<file path="config.mk">
export PLATFORM = sky130hd
export DESIGN_NAME = pps_sync_gen_flat
export DESIGN_NICKNAME = d
export VERILOG_FILES = /design/src/rtl/pps_sync_gen_if.sv /design/src/rtl/pps_sync_gen.sv /design/src/flat_wrapper.sv
export SDC_FILE = /design/constraint.sdc
export NUM_CORES = 1
export LEC_CHECK = 0
export ABC_AREA = 0
export CORE_MARGIN = 3
export CORE_UTILIZATION = 55
export CTS_CLUSTER_DIAMETER = 200
export CTS_CLUSTER_SIZE = 14
export DETAILED_ROUTE_END_ITERATION = 8
export PLACE_DENSITY = 0.75
export SLEW_MARGIN = 15
export SYNTH_ARGS = -nofsm -noshare
export SYNTH_HDL_FRONTEND = slang
export SYNTH_SLANG_ARGS = --single-unit
</file>
<file path="constraint.sdc">
create_clock -name CLK -period 10.34 [get_ports CLK]
set_input_delay 2.585 -clock CLK [delete_from_list [all_inputs] [get_ports CLK]]
set_output_delay 2.585 -clock CLK [all_outputs]
set_load 0.005 [all_outputs]
</file>
<file path="src/rtl/pps_sync_gen_if.sv">
// PPS stage signal bundle: control/input from the timebase,
// regenerated PPS and status back.
interface pps_sync_gen_if #(
  parameter int unsigned CNT_W = 32
);
  logic             enable;
  logic             pps_in;
  logic             ppsOut;
  logic             pps_strobe;
  logic             locked;
  logic             holdover;
  logic [CNT_W-1:0] period_last;

  modport master (
    output enable,
    output pps_in,
    input  ppsOut,
    input  pps_strobe,
    input  locked,
    input  holdover,
    input  period_last
  );

  modport slave (
    input  enable,
    input  pps_in,
    output ppsOut,
    output pps_strobe,
    output locked,
    output holdover,
    output period_last
  );
endinterface

</file>
<file path="src/rtl/pps_sync_gen.sv">
// Disciplined PPS: sync + period measure, lock qualification,
// phase-aligned fixed-width regeneration with holdover.
module pps_sync_gen #(
  parameter int unsigned CLK_HZ    = 125000000,
  parameter int unsigned TOL       = 1000,
  parameter int unsigned PULSE_LEN = 12500000,
  parameter int unsigned LOCK_N    = 2,
  parameter int unsigned HOLD_MAX  = 60,
  parameter int unsigned CNT_W     = 32
) (
  input  logic        CLK,
  input  logic        RST_N,
  pps_sync_gen_if.slave bus
);

  typedef enum logic [1:0] {
    UNLOCKED, ACQUIRE, LOCKED, HOLDOVER
  } state_e;

  localparam logic [CNT_W-1:0] ONE    = CNT_W'(1);
  localparam logic [CNT_W-1:0] PH_MAX = CNT_W'(CLK_HZ - 1);
  localparam logic [CNT_W-1:0] P_LO   = CNT_W'(CLK_HZ - TOL);
  localparam logic [CNT_W-1:0] P_HI   = CNT_W'(CLK_HZ + TOL);
  localparam logic [CNT_W-1:0] TOL_C  = CNT_W'(TOL);
  localparam logic [CNT_W-1:0] LEN_C  = CNT_W'(PULSE_LEN);
  localparam logic [CNT_W-1:0] LOCK_C = CNT_W'(LOCK_N);
  localparam logic [CNT_W-1:0] HOLD_C = CNT_W'(HOLD_MAX);

  state_e           state_q, state_d;
  logic             s1_q, s2_q, p_q;
  logic [CNT_W-1:0] cnt_q, per_q;
  logic [CNT_W-1:0] ph_q, ph_d;
  logic [CNT_W-1:0] good_q, good_d;
  logic [CNT_W-1:0] hsec_q, hsec_d;
  logic             pps_q, pps_d;
  logic             stb_q, stb_d;
  logic             realign, run_d;

  logic             rise, valid, tmo, wrap, near;
  logic [CNT_W-1:0] cnt_inc, ph_inc;

  assign rise    = s2_q & ~p_q;
  assign cnt_inc = (&cnt_q) ? cnt_q : cnt_q + ONE;
  assign valid   = rise & (cnt_inc >= P_LO) & (cnt_inc <= P_HI);
  assign tmo     = cnt_q >= P_HI;
  assign wrap    = ph_q == PH_MAX;
  assign ph_inc  = wrap ? '0 : ph_q + ONE;
  // holdover recovery window straddles the expected edge
  assign near    = (ph_q <= TOL_C) | (ph_q >= P_LO);

  always_ff @(posedge CLK or negedge RST_N) begin
    if (!RST_N) begin
      state_q <= UNLOCKED;
      s1_q    <= 1'b0;
      s2_q    <= 1'b0;
      p_q     <= 1'b0;
      cnt_q   <= '0;
      per_q   <= '0;
      ph_q    <= '0;
      good_q  <= '0;
      hsec_q  <= '0;
      pps_q   <= 1'b0;
      stb_q   <= 1'b0;
    end else begin
      state_q <= state_d;
      s1_q    <= bus.pps_in;
      s2_q    <= s1_q;
      p_q     <= s2_q;
      if (rise) begin
        per_q <= cnt_inc;
        cnt_q <= '0;
      end else begin
        cnt_q <= cnt_inc;
      end
      ph_q    <= ph_d;
      good_q  <= good_d;
      hsec_q  <= hsec_d;
      pps_q   <= pps_d;
      stb_q   <= stb_d;
    end
  end

  always_comb begin
    state_d = state_q;
    ph_d    = '0;
    good_d  = good_q;
    hsec_d  = hsec_q;
    realign = 1'b0;
    if (!bus.enable) begin
      state_d = UNLOCKED;
      good_d  = '0;
      hsec_d  = '0;
    end else begin
      unique case (state_q)
        UNLOCKED: begin
          if (rise) begin
            state_d = ACQUIRE;
            good_d  = '0;
          end
        end
        ACQUIRE: begin
          if (valid) begin
            good_d = good_q + ONE;
            if (good_q + ONE == LOCK_C) begin
              state_d = LOCKED;
              realign = 1'b1;
            end
          end else if (rise) begin
            good_d = '0;
          end else if (tmo) begin
            state_d = UNLOCKED;
          end
        end
        LOCKED: begin
          ph_d = ph_inc;
          if (valid) begin
            ph_d    = '0;
            realign = 1'b1;
          end else if (rise) begin
            state_d = ACQUIRE;
            good_d  = '0;
            ph_d    = '0;
          end else if (tmo) begin
            state_d = HOLDOVER;
            hsec_d  = '0;
          end
        end
        HOLDOVER: begin
          ph_d = ph_inc;
          if (rise & near) begin
            state_d = LOCKED;
            ph_d    = '0;
            realign = 1'b1;
          end else if (wrap) begin
            hsec_d = hsec_q + ONE;
            if (hsec_q + ONE == HOLD_C) begin
              state_d = UNLOCKED;
              ph_d    = '0;
            end
          end
        end
        default: state_d = UNLOCKED;
      endcase
    end
  end

  always_comb begin
    run_d = (state_d == LOCKED) | (state_d == HOLDOVER);
    pps_d = run_d & (ph_d < LEN_C);
    stb_d = run_d & (ph_d == '0) & (realign | wrap);
  end

  assign bus.ppsOut      = pps_q;
  assign bus.pps_strobe  = stb_q;
  assign bus.locked      = state_q == LOCKED;
  assign bus.holdover    = state_q == HOLDOVER;
  assign bus.period_last = per_q;

endmodule
</file>
<file path="src/flat_wrapper.sv">
// flat-port wrapper written by rule: the top's interface ports become plain ports
module pps_sync_gen_flat 
#(
  parameter int unsigned CLK_HZ    = 125000000,
  parameter int unsigned TOL       = 1000,
  parameter int unsigned PULSE_LEN = 12500000,
  parameter int unsigned LOCK_N    = 2,
  parameter int unsigned HOLD_MAX  = 60,
  parameter int unsigned CNT_W     = 32
)
  (CLK, RST_N, bus_enable, bus_pps_in, bus_ppsOut, bus_pps_strobe, bus_locked, bus_holdover, bus_period_last);
  pps_sync_gen_if #(.CNT_W(CNT_W)) bus_i ();
  input  logic CLK;
  input  logic RST_N;
  input wire logic [$bits(bus_i.enable)-1:0] bus_enable;
  input wire logic [$bits(bus_i.pps_in)-1:0] bus_pps_in;
  output wire logic [$bits(bus_i.ppsOut)-1:0] bus_ppsOut;
  output wire logic [$bits(bus_i.pps_strobe)-1:0] bus_pps_strobe;
  output wire logic [$bits(bus_i.locked)-1:0] bus_locked;
  output wire logic [$bits(bus_i.holdover)-1:0] bus_holdover;
  output wire logic [$bits(bus_i.period_last)-1:0] bus_period_last;
  assign bus_i.enable = bus_enable;
  assign bus_i.pps_in = bus_pps_in;
  assign bus_ppsOut = bus_i.ppsOut;
  assign bus_pps_strobe = bus_i.pps_strobe;
  assign bus_locked = bus_i.locked;
  assign bus_holdover = bus_i.holdover;
  assign bus_period_last = bus_i.period_last;
  pps_sync_gen #(.CLK_HZ(CLK_HZ), .TOL(TOL), .PULSE_LEN(PULSE_LEN), .LOCK_N(LOCK_N), .HOLD_MAX(HOLD_MAX), .CNT_W(CNT_W)) u_core (.CLK(CLK), .RST_N(RST_N), .bus(bus_i));
endmodule
</file>
After elaboration in Yosys (flattened, before gate mapping)
Index checks and enable logic that the tools add are counted.
- register bits after elaboration: 167
- latch bits: 0
- bits in writable memories: 0
- ROM bits: 0
- bits of input ports: 4
- output and inout port bits: 36
- logic and storage cells: 93
- memories kept: 0
- $add $sub $neg: 4
- $mul: 0
- div/mod/pow operators: 0
- magnitude comparators: 6
- equality and inequality tests: 15
- shift operators: 0
- muxes and demuxes: 41
- bitwise logic cells: 11
- reduce and logical (&&, ||, !) cells: 5
- operators with widths (cell ; count):
    two-way mux 32 bit ; 19
    adder 32 x 1 -> 32 bit, second input constant ; 4
    one-hot mux 32 bit (2 select lines) ; 2
    greater-or-equal comparator 32 x 27 -> 1 bit, second input constant ; 3
    one-hot mux 32 bit (3 select lines) ; 1
    == test 32 x 2 -> 1 bit, second input constant ; 1
    == test 32 x 27 -> 1 bit, second input constant ; 1
    == test 32 x 6 -> 1 bit, second input constant ; 1
    <= comparator 32 x 10 -> 1 bit, second input constant ; 1
    <= comparator 32 x 27 -> 1 bit, second input constant ; 1
    zero test 32 bit ; 1
    < comparator 32 x 24 -> 1 bit, second input constant ; 1
    AND reduction 32 bit ; 1
    two-way mux 2 bit ; 12
    != test 3 bit, second input constant ; 3
    == test 2 bit, second input constant ; 4
    one-hot mux 2 bit (4 select lines) ; 1
    AND 1 bit ; 7
    != test 3 x 2 -> 1 bit, second input constant ; 2
    AND reduction 6 bit ; 1
    two-way mux 1 bit ; 5
    != test 4 x 1 -> 1 bit, second input constant ; 1
    != test 3 x 1 -> 1 bit, second input constant ; 1
    bitwise OR 1 bit ; 3
    5 further kinds ; 5

Longest topological paths before layout
Gate-level depths: netlist (run 1).
- word-level depth: 12
- mapped depth: 14

Least setup slack after synthesis (run 1)
No wires, ideal clock.
- path kind: input-to-reg
- from: input bus_enable
- to: register u_core.pps_q (netlist: u_core.bus.ppsOut)
- library setup time: 0.137 ns
- arrival: 3.764 ns
- data required time: 10.203 ns
- slack: 6.439 ns
- cell stages on the path: 6
- path through: clkbuf_1 -> nand2_1 -> or3_1 -> clkbuf_1 -> nor4_1 -> a211oi_1
- longest elaborated chain between the ends: 4
- elaborated cells on any way between the ends: 7
- RTL lines (what ; line ; text):
    start: declaration ; flat_wrapper.sv:15 ; input wire logic [$bits(bus_i.enable)-1:0] bus_enable;
    branches (longest 3 deep; another with < comparator 32 x 24 -> 1 bit) ; - ;
    AND 1 bit * ; pps_sync_gen.sv:149 ; pps_d = run_d & (ph_d < LEN_C);
    via u_core.pps_d ; pps_sync_gen.sv:35 ; logic pps_q, pps_d;
    end signal: assignment ; pps_sync_gen.sv:78 ; pps_q <= pps_d;
    end: declaration ; pps_sync_gen.sv:35 ;
Mark *: on every way through the listed nets, which the timed path passes.
A chain may end at the register's enable or synchronous reset.

Final worst setup path (run 1)
- from: register u_core.cnt_q[0]
- to: register u_core.good_q[11]
- longest elaborated chain between the ends: 8
- elaborated cells on any way between the ends: 12
- RTL lines (what ; line ; text):
    start: declaration ; pps_sync_gen.sv:31 ; logic [CNT_W-1:0] cnt_q, per_q;
    start signal: assignment ; pps_sync_gen.sv:73 ; cnt_q <= cnt_inc;
    adder 32 x 1 -> 32 bit or AND reduction 32 bit (tied branches) ; pps_sync_gen.sv:43 ; assign cnt_inc = (&cnt_q) ? cnt_q : cnt_q + ONE;
    two-way mux 32 bit * ; pps_sync_gen.sv:43 ;
    greater-or-equal comparator 32 x 27 -> 1 bit ; pps_sync_gen.sv:44 ; assign valid = rise & (cnt_inc >= P_LO) & (cnt_inc <= P_HI);
    AND 1 bit ; pps_sync_gen.sv:44 ;
    AND 1 bit * ; pps_sync_gen.sv:44 ;
    two-way mux 32 bit ; pps_sync_gen.sv:102 ; if (valid) begin
    one-hot mux 32 bit (3 select lines) ; pps_sync_gen.sv:94 ; unique case (state_q)
    two-way mux 32 bit ; pps_sync_gen.sv:89 ; if (!bus.enable) begin
    end signal: assignment ; pps_sync_gen.sv:76 ; good_q <= good_d;
    end: declaration ; pps_sync_gen.sv:33 ; logic [CNT_W-1:0] good_q, good_d;
Mark *: on every way between the ends. The rest lies on a longest branch, timed or not.

==> flow_summary.yaml, run 1 <==
run_status:
  run_status: "complete, no violations"
logic_synthesis:
  ys_warn_count: 0
  synth_top_area_share_pct: 38.92
  synth-edff-count: 0
  synth_area_sq_mm: 0.01074
  synth_top_cell_by_area: "dfrtp_1"
  synthTopCellsByArea: "dfrtp_1 39%, nor2_1 5.4%, nand2_1 4.6%, o21ai_0 4.4%, nand3_1 3.9%"
  syn_inst: 1316
  synth-main-ff-cell: "dfrtp_1"
  avgSynthCellArea_sq_um: 8.159
  ys_types: 74
  ys_ff_latch: 167
  syn_nets: 1327
  ys_async_sr_fraction_pct: 100.0
  ys_seq_area_share_pct: 38.92
floorplanning:
  core-area_sq_mm: 0.01896
  die_area_sq_mm: 0.02124
  ios: 40
  initial_core_util_pct: 56.65
  fp.dieW_um: 145.7
  die_height_um: 145.7
  placementRows: 50
pwr:
  power_frac_comb_pct: 6.0
  p_clk_share_pct: 46.5
  seqPwrFrac_pct: 47.4
  ir_drop_mv: 0.1257
  p_total_mw: 1.448
  p_int_mw: 1.066
  p_leak_nw: 4.735
  power.density_mw_per_mm2: 123.1
  switching_power_mw: 0.3819
  swShare_pct: 26.37
worst_setup_path:
  cp_slowest_stage_delay_ns: 0.98
  endpoint_kind: "flop"
  path_common_cell: "a211o_1"
  required_ns: 10.67
  cp_cell_sequence: "ha_1 > nand3_1 > nor4_1 > xnor2_1 > a211o_1 > o41a_1 > a221oi_2 > o41ai_4 > buf_4 > or2_1 > a211o_1"
  crit_type: "reg -> reg"
  critPathTopFamily: "compound AO/OA/AOI/OAI gates"
  start_kind: "flop"
  worstPathMaxFanout: 21
  critical_path_arrival_ns: 5.51
  cp_slowest_cell: "a221oi_2"
  critPathBufInv: 1
placement:
  placed_cell_area_sq_mm: 0.01115
  gp_congestion: 0.9298
  port-buffer-count: 39
  dpl.hpwl_um: 17660
  pre_cts_ws_ns: 5.186
min_path:
  hold_path_class: "reg -> reg"
sta:
  fin_crit_ns: 5.185
  period_share_pct: 50.14
  fin_ws_ns: 5.155
  fin_skew_ns: 0.007920
  setup_viol: 0
  hold_viol: 0
  drv_slew: 0
  fin_tns_setup_ns: 0
  tightest_slew_ns: 1.171
  rsz0062_at_grt: "false"
  max_slew_margin_pct: 21.96
  max_freq_mhz: 192.9
grt:
  grt_usage_pct: 24.94
  grt_start_max_net_pins: 99
  grt_pass1_vias: 8841
  grt_pass1_wl_um: 45080
  grt-ovfl-total: 0
  antenna_found_initial: 0
clocking:
  cts-root-buf: "clkbuf_16"
  cts.clk_slew.worst_paths_ns: 0.07
  cts_made_buffers: 17
  cts_max_path_buffers: 2
  cts_resized: 0
  postCtsHoldBufs: 0
  cts_num_sinks: 167
  insertion_delay_ns: 0.44
  cts_tree: "done"
  cts_setup_buffers: 0
  h-tree-depth: 4
finish:
  nets: 1297
  num-fill-cells: 1696
  regArea_sq_mm: 0.004179
  area_delta_synth_final_pct: 9.590
  drive_above_1_share_pct: 5.235
  diodes: 0
  postLayoutCoreUtil_pct: 62.08
  multi_input_area_sq_mm: 0.006115
  final_area_sq_mm: 0.01177
detailed_routing:
  drtAntennaViolNets: 0
  vias: 9728
  first_pass_iters: 5
  drcViolationCount: 0
  viasPerCell: 6.240
  first_iter_violations: 792
  routed_wirelength_um: 26220
  post_drt_wl_per_cell_um: 16.82
job:
  cap_violations: 0
-- logic make-up after synthesis --
kind of cell | share of synthesized area, %
muxes | 1.119
adders and majority gates | 0.8156
AOI/OAI and AO/OA | 18.22
xor gates and xnor gates | 6.607
and+or+nand+nor | 29.81
DFF | 38.92
buffers and inverters | 4.509
-- power by group through the flow --
stage / Clock, mW / Sequential, mW / Combinational [mW]
floorplan: 0 / 0.689 / 0.0536
global placement: 0 / 0.697 / 0.0869
detailed placement: 0 / 0.699 / 0.0884
CTS: 0.686 / 0.686 / 0.0889
global route: 0.712 / 0.689 / 0.0977
finish: 0.674 / 0.687 / 0.0874
-- state kept, by name, indices dropped and copies added (netlist names) --
| signal | flops |
|---|---|
| u_core.bus.period_last | 32 |
| u_core.cnt_q | 32 |
| u_core.good_q | 32 |
| u_core.hsec_q | 32 |
| u_core.ph_q | 32 |
| u_core.state_q | 2 |
| u_core.bus.ppsOut | 1 |
| u_core.bus.pps_strobe | 1 |
| u_core.p_q | 1 |
| u_core.s1_q | 1 |
| u_core.s2_q | 1 |
-- per-stage QoR --
stage,cells,hold WS (ns)
2_1_floorplan,1316,0.3312
3_3_place_gp,1527,0.3391
3_5_place_dp,1527,0.3381
4_1_cts,1559,0.3585
5_1_grt,1559,0.3600
6_report,1559,0.3543
-- worst reg2reg max path: stages, from the launching register on --
cell and delay [ns]:
dfrtp_1 0.49, ha_1 0.43, nand3_1 0.52, nor4_1 0.66, xnor2_1 0.18, a211o_1 0.33
o41a_1 0.46, a221oi_2 0.98, o41ai_4 0.08, buf_4 0.25, or2_1 0.38, a211o_1 0.34
-- placed cells by master, fill, tap and decap left out, drive strengths merged, types with 15 or more instances in the layout --
cell type,count
o21ai,102
clkdlybuf4s50,38
nand3,84
dfrtp,167
a21oi,48
o31ai,18
xnor2,47
inv,33
nor3,45
nor2,154
nand4,37
nor4,33
nor2b,15
nand2,132
and3,29
xor2,34
a31oi,24
clkbuf,17
or3,18
-- layer usage --
metal  up-vias  part of all wire, %  global-route usage (%)
met3        31                  4.3                   2.959
met4         0                  1.4                   6.838
met5         -                    0                       0
met1      4687                   48                   37.67
met2       275                   46                   38.08
li1       4735                    -                       -
-- cell type report --
| class | count | area share, % |
|---|---|---|
| clock buffers | 17 | 3.615 |
| clock inverters | 15 | 1.542 |
| inverters | 22 | 0.7018 |
| multi-input cells | 1030 | 51.96 |
| flip-flops and latches | 167 | 35.51 |
| well taps | 260 | 2.764 |
| repair buffers | 48 | 3.902 |
-- path summary, 6_finish.rpt --
path | startpoint | to | slack [ns] | depth (start not counted)
min in group asynchronous | RST_N | u_core.cnt_q[12] | 2.23 | 1
max | u_core.cnt_q[0] | u_core.good_q[11] | 5.16 | 11
min reg2reg | u_core.s1_q | u_core.s2_q | 0.35 | 0
max in group asynchronous | RST_N | u_core.hsec_q[31] | 6.70 | 2
max reg2reg | u_core.cnt_q[0] | u_core.good_q[11] | 5.16 | 11
min | u_core.s1_q | u_core.s2_q | 0.35 | 0
-- synth_stat cells (all sizes together), types with 4 or more instances --
cell type	number
a2111oi	5
xnor2	47
and2	9
o31a	4
o21bai	4
nor4	33
nand4	37
o21ai	102
and3	29
nor3	45
nor3b	10
and4	14
a21oi	48
nand2b	11
nor2	154
inv	22
clkbuf	79
ha	7
nand3b	5
a21o	14
nand3	84
nand2	132
a22o	13
dfrtp	167
a211o	7
o22ai	5
o31ai	18
buf	18
o2bb2ai	5
a211oi	13
nor2b	15
mux2i	12
o2111ai	7
or3	18
nor4b	7
or2	7
a31oi	24
or4	12
xor2	34
Note: power is estimated with default switching activity, not from simulation.
==> run 2, diff against run 1 <==
- PLACE_DENSITY: 0.75 -> 0.78
- clock period: 10.34 -> 4.63 ns (I/O delays scaled with it)
==> run 2 against run 1 <==
Net effect: combinational power is 130% higher; clock-buffer cell count is 6 higher; hold slack worse by 0.0098 ns; sequential power is 120% higher; final area is 1.0% higher; die area stayed put; sequential share of layout area is 0.35 points lower; fmax is 20% higher; critical path depth stayed put.
==> flow_summary.yaml, run 2 (same netlist as run 1, synthesis figures left out) <==
worst_setup_path:
  r2r_cells: 11
  cp_cell_sequence: "nand4_1 > nor4_2 > nand4_1 > mux2i_1 > nand4_1 > nand2b_1 > a221oi_2 > buf_4 > nor3_2 > a21oi_1 > a22o_1"
  critPathTopFamily: "simple AND/OR/NAND/NOR gates"
  cp_slowest_cell: "nor4_2"
  r2r-end: "u_core.good_q[4]"
  path_common_cell: "nand4_1"
  startpoint: "u_core.cnt_q[8]"
  crit_cells: 11
  endpoint_kind: "flop"
  critical_path_arrival_ns: 4.69
  start_kind: "flop"
  required_ns: 4.99
  cp_slowest_stage_delay_ns: 0.80
  reg2reg_from: "u_core.cnt_q[8]"
  cp-endpoint: "u_core.good_q[4]"
  crit_type: "reg -> reg"
  critPathBufInv: 1
  r2r_slack_ns: 0.30
  worstPathMaxFanout: 9
finish:
  final_area_sq_mm: 0.01189
  multi_input_area_sq_mm: 0.006096
  regArea_sq_mm: 0.004179
  final_cell_mix: "167 x dfrtp_1, 154 x nor2_1, 132 x nand2_1"
  area_delta_synth_final_pct: 10.68
  layout_commonest_cell: "dfrtp_1"
  num-fill-cells: 1656
  diodes: 0
  nets: 1314
  drive_above_1_share_pct: 6.155
  postLayoutCoreUtil_pct: 62.70
grt:
  grt_pass1_wl_um: 45380
  use_met1_pct: 36.51
  antenna_found_initial: 0
  grt_start_max_net_pins: 87
  met2_usage_pct: 39.10
  grt_pass1_vias: 9177
  use_met3_pct: 4.547
  top_usage_layer: "met2"
  grt-ovfl-total: 0
  grt_usage_pct: 25.16
placement:
  placed_cell_area_sq_mm: 0.01128
  gp_congestion: 0.9322
  pre_cts_ws_ns: 0.4245
  dpl.hpwl_um: 18280
  port-buffer-count: 39
pwr:
  power.density_mw_per_mm2: 268.9
  swShare_pct: 24.21
  p_int_mw: 2.422
  power_frac_comb_pct: 6.4
  p_leak_nw: 4.794
  ir_drop_mv: 0.2344
  switching_power_mw: 0.7738
  p_clk_share_pct: 45.6
  seqPwrFrac_pct: 48.0
job:
  cap_violations: 0
clocking:
  cts_tree: "done"
  cts_made_buffers: 17
  cts_setup_buffers: 0
  cts.clk_slew.worst_paths_ns: 0.07
  cts_resized: 0
  cts-root-buf: "clkbuf_16"
  insertion_delay_ns: 0.43
  postCtsHoldBufs: 0
  cts_max_path_buffers: 2
  cts_num_sinks: 167
  h-tree-depth: 4
detailed_routing:
  first_pass_iters: 6
  drtAntennaViolNets: 0
  routed_wirelength_um: 26640
  post_drt_wl_per_cell_um: 16.90
  first_iter_violations: 1221
  vias: 9911
  viasPerCell: 6.289
  drcViolationCount: 0
sta:
  setup_viol: 0
  rsz0062_at_grt: "false"
  hold_viol: 0
  period_share_pct: 93.58
  max_slew_margin_pct: 34.50
  fin_ws_ns: 0.2974
  tightest_slew_ns: 0.9782
  drv_slew: 0
  max_freq_mhz: 230.8
  fin_tns_setup_ns: 0
  fin_skew_ns: 0.008639
  fin_crit_ns: 4.333
floorplanning:
  initial_core_util_pct: 56.65
  fp.dieW_um: 145.7
  die_height_um: 145.7
  die_area_sq_mm: 0.02124
  ios: 40
  placementRows: 50
  core-area_sq_mm: 0.01896
min_path:
  hold_path_class: "reg -> reg"
run_status:
  run_status: "complete, no violations"
[run 2: cell count changes in the layout (fill, tap and decap cells not counted)]
cell,before,now
nor4_2,2,1
buf_12,0,1
buf_4,9,25
o41ai_2,0,1
inv_6,7,2
o41ai_4,1,0
clkbuf_1,0,2
inv_8,4,0
or3_2,1,0
clkinv_2,0,1
or3_1,17,18
clkinv_4,0,2
clkbuf_8,0,4
nor4_1,30,31
[run 2: how the worst min path moves through the flow]
stage	start	endpoint	slack, ns	depth (start not counted)
global placement	u_core.s1_q	u_core.s2_q	0.33	0
floorplan	u_core.s1_q	u_core.s2_q	0.33	0
detailed placement	u_core.s1_q	u_core.s2_q	0.33	0
finish	u_core.s1_q	u_core.s2_q	0.34	0
global route	u_core.s1_q	u_core.s2_q	0.35	0
CTS	u_core.s1_q	u_core.s2_q	0.35	0
[run 2: layout make-up]
| type | instances | area share (%) |
|---|---|---|
| Sequential cell | 167 | 35.16 |
| Inverter | 22 | 0.6948 |
| Clock buffer | 23 | 4.106 |
| Tap cell | 260 | 2.737 |
| Clock inverter | 9 | 0.9685 |
| Timing Repair Buffer | 65 | 5.043 |
| Multi-Input combinational cell | 1030 | 51.29 |
[run 2: layer usage]
metal  share of wire (%)  vias to the layer above
li1                    -                     4763
met1                  47                     4752
met2                  46                      352
met3                 5.7                       44
met4                 1.6                        0
met5                   0                        -
[run 2: power by group through the flow]
| stage | registers [mW] | logic [mW] | clock network [mW] |
|---|---|---|---|
| 6_report | 1.53 | 0.204 | 1.46 |
| 5_1_grt | 1.54 | 0.226 | 1.55 |
| 4_1_cts | 1.53 | 0.207 | 1.48 |
| 3_5_place_dp | 1.56 | 0.207 | 0 |
| 3_3_place_gp | 1.56 | 0.203 | 0 |
| 2_1_floorplan | 1.54 | 0.120 | 0 |
[run 2: per-stage QoR]
stage | std cells | power [mW] | hold slack (ns)
finish | 1576 | 3.196 | 0.3446
global route | 1576 | 3.314 | 0.3474
CTS | 1576 | 3.221 | 0.3470
detailed placement | 1544 | 1.766 | 0.3347
global placement | 1544 | 1.759 | 0.3337
floorplan | 1316 | 1.658 | 0.3312
==> run 3, diff against run 2 <==
- TNS_END_PERCENT: unset -> 1
==> results of run 3 <==
The final DEF is identical to that of run 2; final timing and power are the same.
